--- config.mk ---
export PLATFORM = sky130hd
export DESIGN_NAME = pc_seq_unit_flat
export DESIGN_NICKNAME = d
export VERILOG_FILES = /design/src/rtl/pc_seq_unit_pkg.sv /design/src/rtl/pc_seq_unit_if.sv /design/src/rtl/pc_seq_unit_irq_latch.sv /design/src/rtl/pc_seq_unit.sv /design/src/flat_wrapper.sv
export SDC_FILE = /design/constraint.sdc
export NUM_CORES = 1
export LEC_CHECK = 0
export ABC_AREA = 1
export CAP_MARGIN = 40
export CORE_MARGIN = 5
export CORE_UTILIZATION = 25
export DETAILED_ROUTE_END_ITERATION = 10
export PLACE_DENSITY = 0.56
export SETUP_SLACK_MARGIN = 0.5
export SYNTH_ARGS = -nofsm -noshare
export SYNTH_HDL_FRONTEND = slang
export SYNTH_SLANG_ARGS = --single-unit
--- constraint.sdc ---
create_clock -name clk -period 2.6 [get_ports clk]
set_input_delay 0.52 -clock clk [delete_from_list [all_inputs] [get_ports clk]]
set_output_delay 0.52 -clock clk [all_outputs]
set_load 0.005 [all_outputs]
--- src/rtl/pc_seq_unit_pkg.sv ---
//------------------------------------------------------------------------------
// pc_pkg
// Shared definitions for the PC / exception sequencer:
//   - pc_src_e : next-PC source select encodings driven by the controller
//   - default reset, interrupt/illegal-op and exception vectors
//------------------------------------------------------------------------------
package pc_pkg;

   typedef enum logic [2:0] {
      PCS_SEQ   = 3'd0,
      PCS_BR    = 3'd1,
      PCS_J     = 3'd2,
      PCS_JR    = 3'd3,
      PCS_ILLOP = 3'd4,
      PCS_XADR  = 3'd5   // 6 and 7 also select the exception vector
   } pc_src_e;

   localparam logic [31:0] PC_RESET_VEC_DEF = 32'h8000_0000;
   localparam logic [31:0] PC_ILLOP_VEC_DEF = 32'h8000_0004;
   localparam logic [31:0] PC_XADR_VEC_DEF  = 32'h8000_0008;

endpackage

--- src/rtl/pc_seq_unit_if.sv ---
//------------------------------------------------------------------------------
// pc_seq_unit_if
// Bundles the controller/fetch-side signals of pc_seq_unit.
//   master : controller view (drives selects/targets/fetch_ready/irq_in)
//   slave  : pc_seq_unit view (drives pc, pc_plus_4, irq_take, epc,
//            advance, instret)
//------------------------------------------------------------------------------
interface pc_seq_unit_if #(
   parameter int unsigned ADDR_W = 32
);
   logic [2:0]        pc_src;
   logic              br_cond;
   logic [15:0]       imm16;
   logic [25:0]       jt;
   logic [ADDR_W-1:0] jr_target;
   logic              fetch_ready;
   logic              irq_in;

   logic [ADDR_W-1:0] pc;
   logic [ADDR_W-1:0] pc_plus_4;
   logic              irq_take;
   logic [ADDR_W-1:0] epc;
   logic              advance;
   logic [31:0]       instret;

   modport master (
      output pc_src, br_cond, imm16, jt, jr_target, fetch_ready, irq_in,
      input  pc, pc_plus_4, irq_take, epc, advance, instret
   );

   modport slave (
      input  pc_src, br_cond, imm16, jt, jr_target, fetch_ready, irq_in,
      output pc, pc_plus_4, irq_take, epc, advance, instret
   );
endinterface

--- src/rtl/pc_seq_unit_irq_latch.sv ---
//------------------------------------------------------------------------------
// pc_irq_latch
// Rising-edge detector plus sticky pending flag for the peripheral interrupt.
// Only instantiated when PC_IRQ_EN is defined.
//   clk     in  system clock
//   rst_n   in  asynchronous active-low reset
//   irq_i   in  interrupt level
//   take_i  in  interrupt accepted this cycle (clears pending)
//   pend_o  out interrupt pending
//------------------------------------------------------------------------------
module pc_irq_latch (
   input  logic clk,
   input  logic rst_n,
   input  logic irq_i,
   input  logic take_i,
   output logic pend_o
);
   logic irq_q;
   logic pend_q, pend_d;

   // A new edge arriving in the same cycle as a take must not be lost.
   always_comb begin
      pend_d = pend_q;
      if (irq_i && !irq_q) begin
         pend_d = 1'b1;
      end else if (take_i) begin
         pend_d = 1'b0;
      end
   end

   always_ff @(posedge clk or negedge rst_n) begin
      if (!rst_n) begin
         irq_q  <= 1'b0;
         pend_q <= 1'b0;
      end else begin
         irq_q  <= irq_i;
         pend_q <= pend_d;
      end
   end

   assign pend_o = pend_q;
endmodule

--- src/rtl/pc_seq_unit.sv ---
//------------------------------------------------------------------------------
// pc_seq_unit
// Program counter and exception sequencer: PC register, next-PC selection,
// interrupt capture with kernel-mode masking, EPC, fetch wait states and a
// retired-instruction counter.
//   clk    in  system clock, rising edge
//   reset  in  asynchronous active-low reset
//   bus    slave modport of pc_seq_unit_if (pc_src, br_cond, imm16, jt,
//          jr_target, fetch_ready, irq_in in; pc, pc_plus_4, irq_take, epc,
//          advance, instret out)
// Build option: PC_IRQ_EN enables interrupt capture; when undefined irq_in is
// ignored and irq_take is tied low.
//------------------------------------------------------------------------------
module pc_seq_unit
   import pc_pkg::*;
#(
   parameter int unsigned ADDR_W    = 32,
   parameter logic [31:0] RESET_VEC = PC_RESET_VEC_DEF,
   parameter logic [31:0] ILLOP_VEC = PC_ILLOP_VEC_DEF,
   parameter logic [31:0] XADR_VEC  = PC_XADR_VEC_DEF
) (
   input  logic          clk,
   input  logic          reset,
   pc_seq_unit_if.slave  bus
);
   localparam int unsigned MSB = ADDR_W - 1;
   localparam logic [ADDR_W-1:0] RST_PC = ADDR_W'(RESET_VEC);
   localparam logic [ADDR_W-1:0] ILL_PC = ADDR_W'(ILLOP_VEC);
   localparam logic [ADDR_W-1:0] XAD_PC = ADDR_W'(XADR_VEC);

   logic [ADDR_W-1:0] pc_q, pc_d;
   logic [ADDR_W-1:0] epc_q, epc_d;
   logic [31:0]       instret_q, instret_d;

   logic              sup;
   logic              advance;
   logic              irq_take;
   logic [ADDR_W-1:0] pc_plus_4;
   logic [MSB-1:0]    br_off;
   logic [MSB-1:0]    br_low;
   logic [ADDR_W-1:0] j_tgt;

   assign sup     = pc_q[MSB];
   assign advance = bus.fetch_ready;

   // All PC arithmetic stays below the supervisor bit so carries cannot flip it.
   assign pc_plus_4 = {sup, pc_q[MSB-1:0] + (MSB)'(4)};
   assign br_off    = {{(ADDR_W-19){bus.imm16[15]}}, bus.imm16, 2'b00};
   assign br_low    = pc_plus_4[MSB-1:0] + br_off;

`ifdef PC_IRQ_EN
   logic irq_pend;

   pc_irq_latch u_irq (
      .clk    (clk),
      .rst_n  (reset),
      .irq_i  (bus.irq_in),
      .take_i (irq_take),
      .pend_o (irq_pend)
   );

   // Kernel mode masks the interrupt; it stays pending until user mode.
   assign irq_take = advance & irq_pend & ~sup;
`else
   logic unused_irq_in;
   assign unused_irq_in = bus.irq_in;
   assign irq_take      = 1'b0;
`endif

   always_comb begin
      j_tgt        = '0;
      j_tgt[27:0]  = {bus.jt, 2'b00};
      j_tgt[MSB]   = sup;
   end

   always_comb begin
      pc_d      = pc_q;
      epc_d     = epc_q;
      instret_d = instret_q;
      if (advance) begin
         if (irq_take) begin
            // Interrupted instruction re-executes after return.
            pc_d  = ILL_PC;
            epc_d = pc_q;
         end else begin
            instret_d = instret_q + 32'd1;
            case (bus.pc_src)
               PCS_SEQ: pc_d = pc_plus_4;
               PCS_BR:  pc_d = bus.br_cond ? {sup, br_low} : pc_plus_4;
               PCS_J:   pc_d = j_tgt;
               // User code cannot raise its privilege through jr.
               PCS_JR:  pc_d = {sup & bus.jr_target[MSB], bus.jr_target[MSB-1:0]};
               PCS_ILLOP: begin
                  pc_d  = ILL_PC;
                  epc_d = pc_plus_4;
               end
               default: begin
                  pc_d  = XAD_PC;
                  epc_d = pc_plus_4;
               end
            endcase
         end
      end
   end

   always_ff @(posedge clk or negedge reset) begin
      if (!reset) begin
         pc_q      <= RST_PC;
         epc_q     <= '0;
         instret_q <= '0;
      end else begin
         pc_q      <= pc_d;
         epc_q     <= epc_d;
         instret_q <= instret_d;
      end
   end

   assign bus.pc        = pc_q;
   assign bus.pc_plus_4 = pc_plus_4;
   assign bus.irq_take  = irq_take;
   assign bus.epc       = epc_q;
   assign bus.advance   = advance;
   assign bus.instret   = instret_q;
endmodule

--- src/flat_wrapper.sv ---
// flat-port wrapper written by rule: the top's interface ports become plain ports
module pc_seq_unit_flat import pc_pkg::*;
#(
   parameter int unsigned ADDR_W    = 32,
   parameter logic [31:0] RESET_VEC = PC_RESET_VEC_DEF,
   parameter logic [31:0] ILLOP_VEC = PC_ILLOP_VEC_DEF,
   parameter logic [31:0] XADR_VEC  = PC_XADR_VEC_DEF
)
  (clk, reset, bus_pc_src, bus_br_cond, bus_imm16, bus_jt, bus_jr_target, bus_fetch_ready, bus_irq_in, bus_pc, bus_pc_plus_4, bus_irq_take, bus_epc, bus_advance, bus_instret);
  pc_seq_unit_if #(.ADDR_W(ADDR_W)) bus_i ();
  input  logic clk;
  input  logic reset;
  input wire logic [$bits(bus_i.pc_src)-1:0] bus_pc_src;
  input wire logic [$bits(bus_i.br_cond)-1:0] bus_br_cond;
  input wire logic [$bits(bus_i.imm16)-1:0] bus_imm16;
  input wire logic [$bits(bus_i.jt)-1:0] bus_jt;
  input wire logic [$bits(bus_i.jr_target)-1:0] bus_jr_target;
  input wire logic [$bits(bus_i.fetch_ready)-1:0] bus_fetch_ready;
  input wire logic [$bits(bus_i.irq_in)-1:0] bus_irq_in;
  output wire logic [$bits(bus_i.pc)-1:0] bus_pc;
  output wire logic [$bits(bus_i.pc_plus_4)-1:0] bus_pc_plus_4;
  output wire logic [$bits(bus_i.irq_take)-1:0] bus_irq_take;
  output wire logic [$bits(bus_i.epc)-1:0] bus_epc;
  output wire logic [$bits(bus_i.advance)-1:0] bus_advance;
  output wire logic [$bits(bus_i.instret)-1:0] bus_instret;
  assign bus_i.pc_src = bus_pc_src;
  assign bus_i.br_cond = bus_br_cond;
  assign bus_i.imm16 = bus_imm16;
  assign bus_i.jt = bus_jt;
  assign bus_i.jr_target = bus_jr_target;
  assign bus_i.fetch_ready = bus_fetch_ready;
  assign bus_i.irq_in = bus_irq_in;
  assign bus_pc = bus_i.pc;
  assign bus_pc_plus_4 = bus_i.pc_plus_4;
  assign bus_irq_take = bus_i.irq_take;
  assign bus_epc = bus_i.epc;
  assign bus_advance = bus_i.advance;
  assign bus_instret = bus_i.instret;
  pc_seq_unit #(.ADDR_W(ADDR_W), .RESET_VEC(RESET_VEC), .ILLOP_VEC(ILLOP_VEC), .XADR_VEC(XADR_VEC)) u_core (.clk(clk), .reset(reset), .bus(bus_i));
endmodule
==> metrics.md, run 1 <==
| Metric | Value |
|---|---|
| Part of the power in registers | `0.285` |
| Violated checks | `setup timing` |
| Syn_nets | `1,321` |
| Number of diodes | `0` |
| Largest net degree at the start of global routing | `55` |
| Post-Synthesis Cell Area | `7820 sq um` |
| Data required time at the worst endpoint | `2.08 ns` |
| Vias per std cell | `4.57` |
| Via count of the first global-routing pass | `9,570` |
| Total Neg Setup Slack | `-9.88 ns` |
| Antenna violations before repair | `0` |
| Area of all placed cells without fillers | `14,300 sq um` |
| Vias post-DR | `9,532` |
| Unrepaired setup endpoints after global routing | `yes` |
| Run status | `finished, violations left` |
| Count of cell types in the netlist | `49` |
| Largest cells by area after synthesis | `dfrtp_1 30%, nand2_1 20%, inv_1 8.4%` |
| Drt initial violations | `430` |
| Number of buffers inserted by port buffering | `209` |
| NetSw | `2.41 mW` |
| Die Y | `187 microns` |
| Count of antenna-violating nets left after detailed routing | `0` |
| Post-DP HPWL | `27,800 microns` |
| Share of the cycle needed by the critical path after routing | `1.19` |
| CP Buf/Inv Count | `7` |
| Initial Util | `0.254` |
| Power per cell area | `454 nW/um^2` |
| Switching part of the total power | `0.371` |
| Aggregate global-route resource usage | `0.189` |
| Part of the total power dissipated in the clock network | `0.199` |
| Core region area | `30,700 sq um` |
| Clock transition time at the flip-flop clock pins of the worst setup and hold paths | `0.07 ns` |
| Clock network latency to the later pin of the worst-skew pair | `0.35 ns` |
| Hold Vio Cnt, Final | `0` |
| Power Internal | `4.09 mW` |
| Leakage power of the design | `6.97 nW` |
| Flip-flop cell with the highest count after synthesis | `dfrtp_1` |
| Slowest stage cell on the critical path | `dfrtp_1` |
| Post-Syn Area per Cell | `6.47 sq um` |
| Data arrival time at the worst-slack endpoint | `2.58 ns` |
| First-pass detailed-route iteration total | `4` |
| Detail Route met3 WL | `1300 microns` |
| Yosys warnings | `0` |
| Metal-1 WL | `16,000 microns` |
| Relative area change from synthesis to final layout | `83.2%` |
| Number of max-cap violations | `0` |
| Area share of the leading cell type in the synthesized netlist | `0.304` |
| Clock tree sinks | `96` |
| Maximum resistive drop on vdd | `0.299 mV` |
| Register-to-register path setup slack | `-0.43 ns` |
| Max frequency | `322 MHz` |
| Worst-case clock skew | `0.00996 ns` |
| Wire length of the first global-routing pass | `52,800 microns` |
| TritonCTS buffer count | `9` |
| Final critical-path setup slack | `-0.502 ns` |
| Post-layout net count | `1,796` |
| Total wirelength of the detailed-routed design | `34,400 microns` |
| Number of enable-type register cells in the synthesized netlist | `0` |
| Slowest Stage Delay on Critical Path | `0.43 ns` |
| Die width | `187 microns` |
| Wire length per cell after detailed routing | `16.5 microns` |
| Cell count after synthesis | `1,208` |
| TritonCTS clock tree | `done` |
| Seq/Total Area, Yosys | `0.307` |
| Worst Path Max Fanout | `6` |
| Post-synth top area cell | `dfrtp_1` |
| Slew Limit Fails | `0` |
| Share of synthesized registers carrying an async set or reset | `1.00` |
| Last weighted congestion value of the routability-driven placer | `0.897` |
| Remaining global-route overflow | `0` |
| Top routing layer in use | `met4` |
| Most frequent cell after synthesis | `nand2_1` |
| Type of the worst setup path | `register to primary output` |
| Crit path capture type | `primary output` |
| FF+latch count, synth | `96` |
| Drt drc | `0` |
| Routed wire length on met2 | `16,100 microns` |
| Commonest cells in the synthesized netlist | `425 x nand2_1, 176 x inv_1, 95 x dfrtp_1` |
| Ports | `212` |
| Largest delay contributor family on the critical path | `buffers and inverters` |
| Area post-placement | `12,400 sq um` |
| Clock root buffer | `clkbuf_16` |
| Relative contribution of combinational cells to total power | `0.516` |
| Fraction of layout instances using a drive strength above 1 | `0.371` |
| Setup violation total in the final timing report | `41` |
| Minimum period implied by the final worst setup slack | `3.10 ns` |
| Max clock buf depth | `2` |
| Worst hold margin | `0.120 ns` |
| Startpoint kind of the worst setup timing path | `register` |
| Floorplan row count | `64` |
| H-tree lvl count | `3` |
| Die area | `34,900 sq um` |
| CP cell instances | `ha_4 -> nand2_4 -> nor2_4 -> nand2_4 -> nor2_8 -> nand2_4 -> buf_6 -> nor2_4 -> xnor2_4 -> inv_2 -> buf_4 -> buf_4 -> buf_6 -> buf_4 -> buf_2` |
| Path class of the lowest-slack min-delay path | `primary input to asynchronous set/reset pin` |
-- routing by layer --
metal,vias up,track usage
met5,-,0
met4,0,0.0535
met3,48,0.0272
met2,253,0.315
met1,4434,0.255
li1,4797,-
-- path summary, 6_finish.rpt --
kind	startpoint	endpoint	cells after the start
setup / recovery	u_core.bus.pc[3]	bus_pc_plus_4[26]	15
hold / removal	reset	u_core.bus.instret[6]	1
setup reg to reg	u_core.bus.pc[3]	u_core.bus.pc[30]	25
hold reg to reg	u_core.bus.epc[18]	u_core.bus.epc[18]	2
max in group asynchronous	reset	u_core.bus.pc[31]	2
min in group clk	u_core.bus.epc[18]	u_core.bus.epc[18]	2
-- worst reg2reg max path: cells and delay by family, from the launching register on --
family / cells / cell delay, ns
adders and majority gates: 2 / 0.48
AOI/OAI and AO/OA: 1 / 0.04
xor gates and xnor gates: 1 / 0.16
buffers and inverters: 4 / 0.38
and+or+nand+nor: 17 / 1.46
DFF: 1 / 0.43
-- logic make-up (layout without fill, tap and decap cells) --
logic type,count (synthesis),in the layout,share of synthesized area
compound gates,159,159,0.115
xor+xnor,42,42,0.0480
fa+ha+maj,31,31,0.0506
buf+inv,211,691,0.105
flops,96,96,0.307
other cells,1,1,0.000480
simple gates,668,668,0.373
-- per-stage QoR --
stage,std cells,worst slack (ns),util,power [mW]
3_3_place_gp,2010,-0.547,0.402,4.62
6_report,2084,-0.502,0.466,6.50
5_1_grt,2084,-0.598,0.466,6.88
2_1_floorplan,1208,-0.0574,-,3.01
3_5_place_dp,2010,-0.508,0.402,4.65
4_1_cts,2060,-0.373,0.445,6.29
-- timing repair --
| action | CTS | global route |
|---|---|---|
| pin swaps | 76 | 54 |
| gates resized for setup | 273 | 126 |
| setup endpoints to repair | 58 | 56 |
| hold buffers | 0 | 0 |
| buffers inserted | 34 | 24 |
| hold endpoints to repair | 0 | 0 |
-- flip-flops by register name (all words and copies together), names as in the netlist --
name	flops
u_core.bus.epc	32
u_core.bus.pc	32
u_core.bus.instret	32
-- layout by cell type, fill, tap and decap left out, types with 9 or more instances in the layout --
master	netlist	routed
nand3_2	1	24
a21oi_2	0	15
ha_4	0	21
o21ai_0	66	44
nor2_4	7	25
buf_6	0	51
o21ai_1	7	21
dfrtp_1	95	94
nand2_4	2	22
clkdlybuf4s50_1	0	182
a21oi_4	0	9
nand4_1	16	16
xor2_1	29	25
xnor2_1	12	10
nor3_1	15	9
nand2_1	425	342
nor2_2	5	23
buf_4	6	237
a21oi_1	46	22
dlygate4sd2_1	0	10
inv_2	2	43
nand3_1	86	55
clkbuf_16	0	9
inv_1	176	133
nand2_2	10	71
nor2_1	78	42
-- power groups by stage --
stage / clock (mW) / combinational [mW] / sequential, mW
5_1_grt: 1.38 / 3.61 / 1.88
3_5_place_dp: 0 / 2.77 / 1.88
2_1_floorplan: 0 / 1.12 / 1.89
6_report: 1.29 / 3.36 / 1.85
3_3_place_gp: 0 / 2.75 / 1.87
4_1_cts: 1.32 / 3.12 / 1.85
-- cell type report --
cell class              count  area [sq um]
well taps                 396           495
clock inverters             6          43.8
inverters                 179           677
clock buffers              10           239
multi-input cells         901          5970
fillers                  3078         16400
flip-flops and latches     96          2400
repair buffers            496          4490
Note: power is estimated with default switching activity, not from simulation.
==> run 2: changes to the inputs <==
--- a/config.mk
+++ b/config.mk
@@ -6,11 +6,11 @@
 export NUM_CORES = 1
 export LEC_CHECK = 0
 export ABC_AREA = 1
-export CAP_MARGIN = 40
+export CAP_MARGIN = 20
 export CORE_MARGIN = 5
 export CORE_UTILIZATION = 25
 export DETAILED_ROUTE_END_ITERATION = 10
-export PLACE_DENSITY = 0.56
+export PLACE_DENSITY = 0.46
 export SETUP_SLACK_MARGIN = 0.5
 export SYNTH_ARGS = -nofsm -noshare
 export SYNTH_HDL_FRONTEND = slang
==> run 2 against run 1 <==
  * The run still ends with setup timing left
  * Sequential cell count unchanged
  * Combinational power increased by 1%
  * Total power is 2.4% higher
  * Critical path depth down 6
  * Design area is 0.64% lower
  * Critical endpoint is now bus_pc_plus_4[18]
  * Largest cell class unchanged
==> metrics.md, run 2 (same netlist as run 1, synthesis figures left out) <==
| Metric | Value |
|---|---|
| Relative area change from synthesis to final layout | `82.1%` |
| Power per cell area | `468 nW/um^2 (+3.1%)` |
| Part of the power in registers | `0.279 (-0.006)` |
| Clock root buffer | `clkbuf_16` |
| Violated checks | `setup timing` |
| Final critical-path setup slack | `-0.380 ns (+0.122 ns)` |
| Hold Vio Cnt, Final | `0 (unchanged)` |
| Worst rel slew slack | `0.666` |
| Remaining global-route overflow | `0 (unchanged)` |
| Setup violation total in the final timing report | `38 (-7.3%)` |
| Run status | `finished, violations left` |
| Most common library cell in the layout ignoring fill and taps | `nand2_1` |
| Wire length of the first global-routing pass | `53,300 microns (+0.99%)` |
| Fraction of layout instances using a drive strength above 1 | `0.354 (-0.0170)` |
| Number of max-cap violations | `0 (unchanged)` |
| Slew Limit Fails | `0 (unchanged)` |
| Switching part of the total power | `0.361 (-0.0104)` |
| NetSw | `2.40 mW (-0.45%)` |
| Die width | `187 microns (unchanged)` |
| Count of antenna-violating nets left after detailed routing | `0 (unchanged)` |
| Wire length per cell after detailed routing | `16.7 microns (+1.1%)` |
| First-pass detailed-route iteration total | `5 (+1)` |
| Worst hold margin | `0.102 ns (-0.0183 ns)` |
| Initial Util | `0.254 (unchanged)` |
| Startpoint kind of the worst setup timing path | `register` |
| Total wirelength of the detailed-routed design | `34,500 microns (+0.50%)` |
| Leakage power of the design | `6.87 nW (-1.5%)` |
| Type of the worst setup path | `register to primary output` |
| Largest net degree at the start of global routing | `69 (+25%)` |
| Last weighted congestion value of the routability-driven placer | `0.902 (+0.53%)` |
| Via count of the first global-routing pass | `9,426 (-1.5%)` |
| Worst-case clock skew | `0.0110 ns (+0.00109 ns)` |
| Unrepaired setup endpoints after global routing | `yes` |
| Worst Path Max Fanout | `7 (+1)` |
| Data arrival time at the worst-slack endpoint | `2.46 ns (-0.12 ns)` |
| TritonCTS clock tree | `done` |
| Relative contribution of combinational cells to total power | `0.512 (-0.004)` |
| TritonCTS buffer count | `9 (unchanged)` |
| Number of buffers added to fix hold violations after cts | `0 (unchanged)` |
| Share of the cycle needed by the critical path after routing | `1.15 (-0.0468)` |
| Minimum period implied by the final worst setup slack | `2.98 ns (-0.122 ns)` |
| Maximum resistive drop on vdd | `0.322 mV (+7.7%)` |
| Post-DP HPWL | `27,700 microns (-0.34%)` |
| Post-layout net count | `1,784 (-0.67%)` |
| Drt drc | `0 (unchanged)` |
| Die Y | `187 microns (unchanged)` |
| Power Internal | `4.25 mW (+4.1%)` |
| Max frequency | `336 MHz (+4.1%)` |
| Max clock buf depth | `2 (unchanged)` |
| Data required time at the worst endpoint | `2.08 ns (about the same)` |
| Vias post-DR | `9,371 (-1.7%)` |
| Number of diodes | `0 (unchanged)` |
| Floorplan row count | `64 (unchanged)` |
| Slew at the pin closest to its max-slew limit | `0.500 ns` |
| Die area | `34,900 sq um (unchanged)` |
| Area post-placement | `12,100 sq um (-2.1%)` |
| Aggregate global-route resource usage | `0.193 (+0.00395)` |
| Part of the total power dissipated in the clock network | `0.209 (+0.010)` |
| Drt initial violations | `552 (+28%)` |
| Clock network latency to the later pin of the worst-skew pair | `0.34 ns (about the same)` |
| Area of all placed cells without fillers | `14,200 sq um (-0.64%)` |
| Antenna violations before repair | `0 (unchanged)` |
| Clock transition time at the flip-flop clock pins of the worst setup and hold paths | `0.07 ns (about the same)` |
| Core region area | `30,700 sq um (unchanged)` |
| Ports | `212 (unchanged)` |
| Number of buffers inserted by port buffering | `209 (unchanged)` |
| H-tree lvl count | `3 (unchanged)` |
| Crit path capture type | `primary output` |
| Path class of the lowest-slack min-delay path | `primary input to asynchronous set/reset pin` |
| Clock tree sinks | `96 (unchanged)` |
| Commonest cells after routing, fill and taps aside | `352 x nand2_1, 225 x buf_4, 182 x clkdlybuf4s50_1` |
| Vias per std cell | `4.52 (-1.1%)` |
## run 2: cell types whose count changed in the layout (fill, tap and decap cells not counted), moves of 5 or more
cell,previous run,this run
buf_12,8,3
buf_4,237,225
buf_6,51,60
ha_4,21,26
inv_1,133,139
inv_2,43,31
inv_4,2,8
nand2_1,342,352
nand2_2,71,60
nor2_1,42,53
nor2_2,23,16
## run 2: worst paths after layout
path                                        startpoint                      to  cells after the start  slack, ns
worst min register to register  u_core.bus.instret[31]  u_core.bus.instret[31]                      1       0.47
worst max-delay path                  u_core.bus.pc[3]       bus_pc_plus_4[18]                      9      -0.38
max in group asynchronous                        reset       u_core.bus.pc[17]                      2       1.77
worst max register to register        u_core.bus.pc[3]       u_core.bus.pc[30]                     22      -0.31
worst min-delay path                             reset   u_core.bus.instret[2]                      1       0.10
min in group clk                u_core.bus.instret[31]  u_core.bus.instret[31]                      1       0.47
## run 2: worst max-delay path, cell delays in order (launching register included)
cell and delay (ns):
dfrtp_2 0.41, ha_4 0.16, nand2_4 0.06, nor2_4 0.13, nand2_4 0.10, nor2_8 0.22, nand2_2 0.12, xnor2_4 0.24
buf_6 0.16, clkdlybuf4s50_1 0.50
## run 2: final cells by class
class	instances	area (sq um)
Inverter	179	692
Sequential cell	96	2410
Tap cell	396	495
Multi-Input combinational cell	901	5960
Timing Repair Buffer	484	4370
Clock buffer	12	256
Clock inverter	4	52.6
Fill cell	3134	16500
## run 2: stage by stage
stage / util / setup WS, ns / std cells / power (mW) / setup TNS [ns]
after floorplan: - / -0.0574 / 1208 / 3.01 / -0.384
final: 0.463 / -0.380 / 2072 / 6.66 / -7.06
after global routing: 0.463 / -0.524 / 2072 / 7.07 / -13.72
after global placement: 0.394 / -0.443 / 1981 / 4.58 / -8.47
after detailed placement: 0.394 / -0.477 / 1981 / 4.59 / -9.73
after CTS: 0.449 / -0.323 / 2048 / 6.54 / -7.47
## run 2: layer usage
metal	global-route usage	wire (microns)	up-vias
met2	0.320	16000	217
met3	0.0252	1260	32
li1	-	-	4763
met5	0	0	-
met1	0.271	16600	4359
met4	0.0392	636	0
## run 2: timing repair
action                                  in CTS  in global routing
endpoints found under the setup margin      62                 63
buffers inserted                            51                 24
resized for setup                          318                 78
pin swaps                                   77                 65
## run 2: power groups by stage
stage / Sequential, mW / Clock (mW) / Combinational, mW
after floorplan: 1.89 / 0 / 1.12
after global placement: 1.88 / 0 / 2.70
after detailed placement: 1.89 / 0 / 2.71
after CTS: 1.86 / 1.45 / 3.23
after global routing: 1.88 / 1.50 / 3.69
final: 1.86 / 1.39 / 3.41
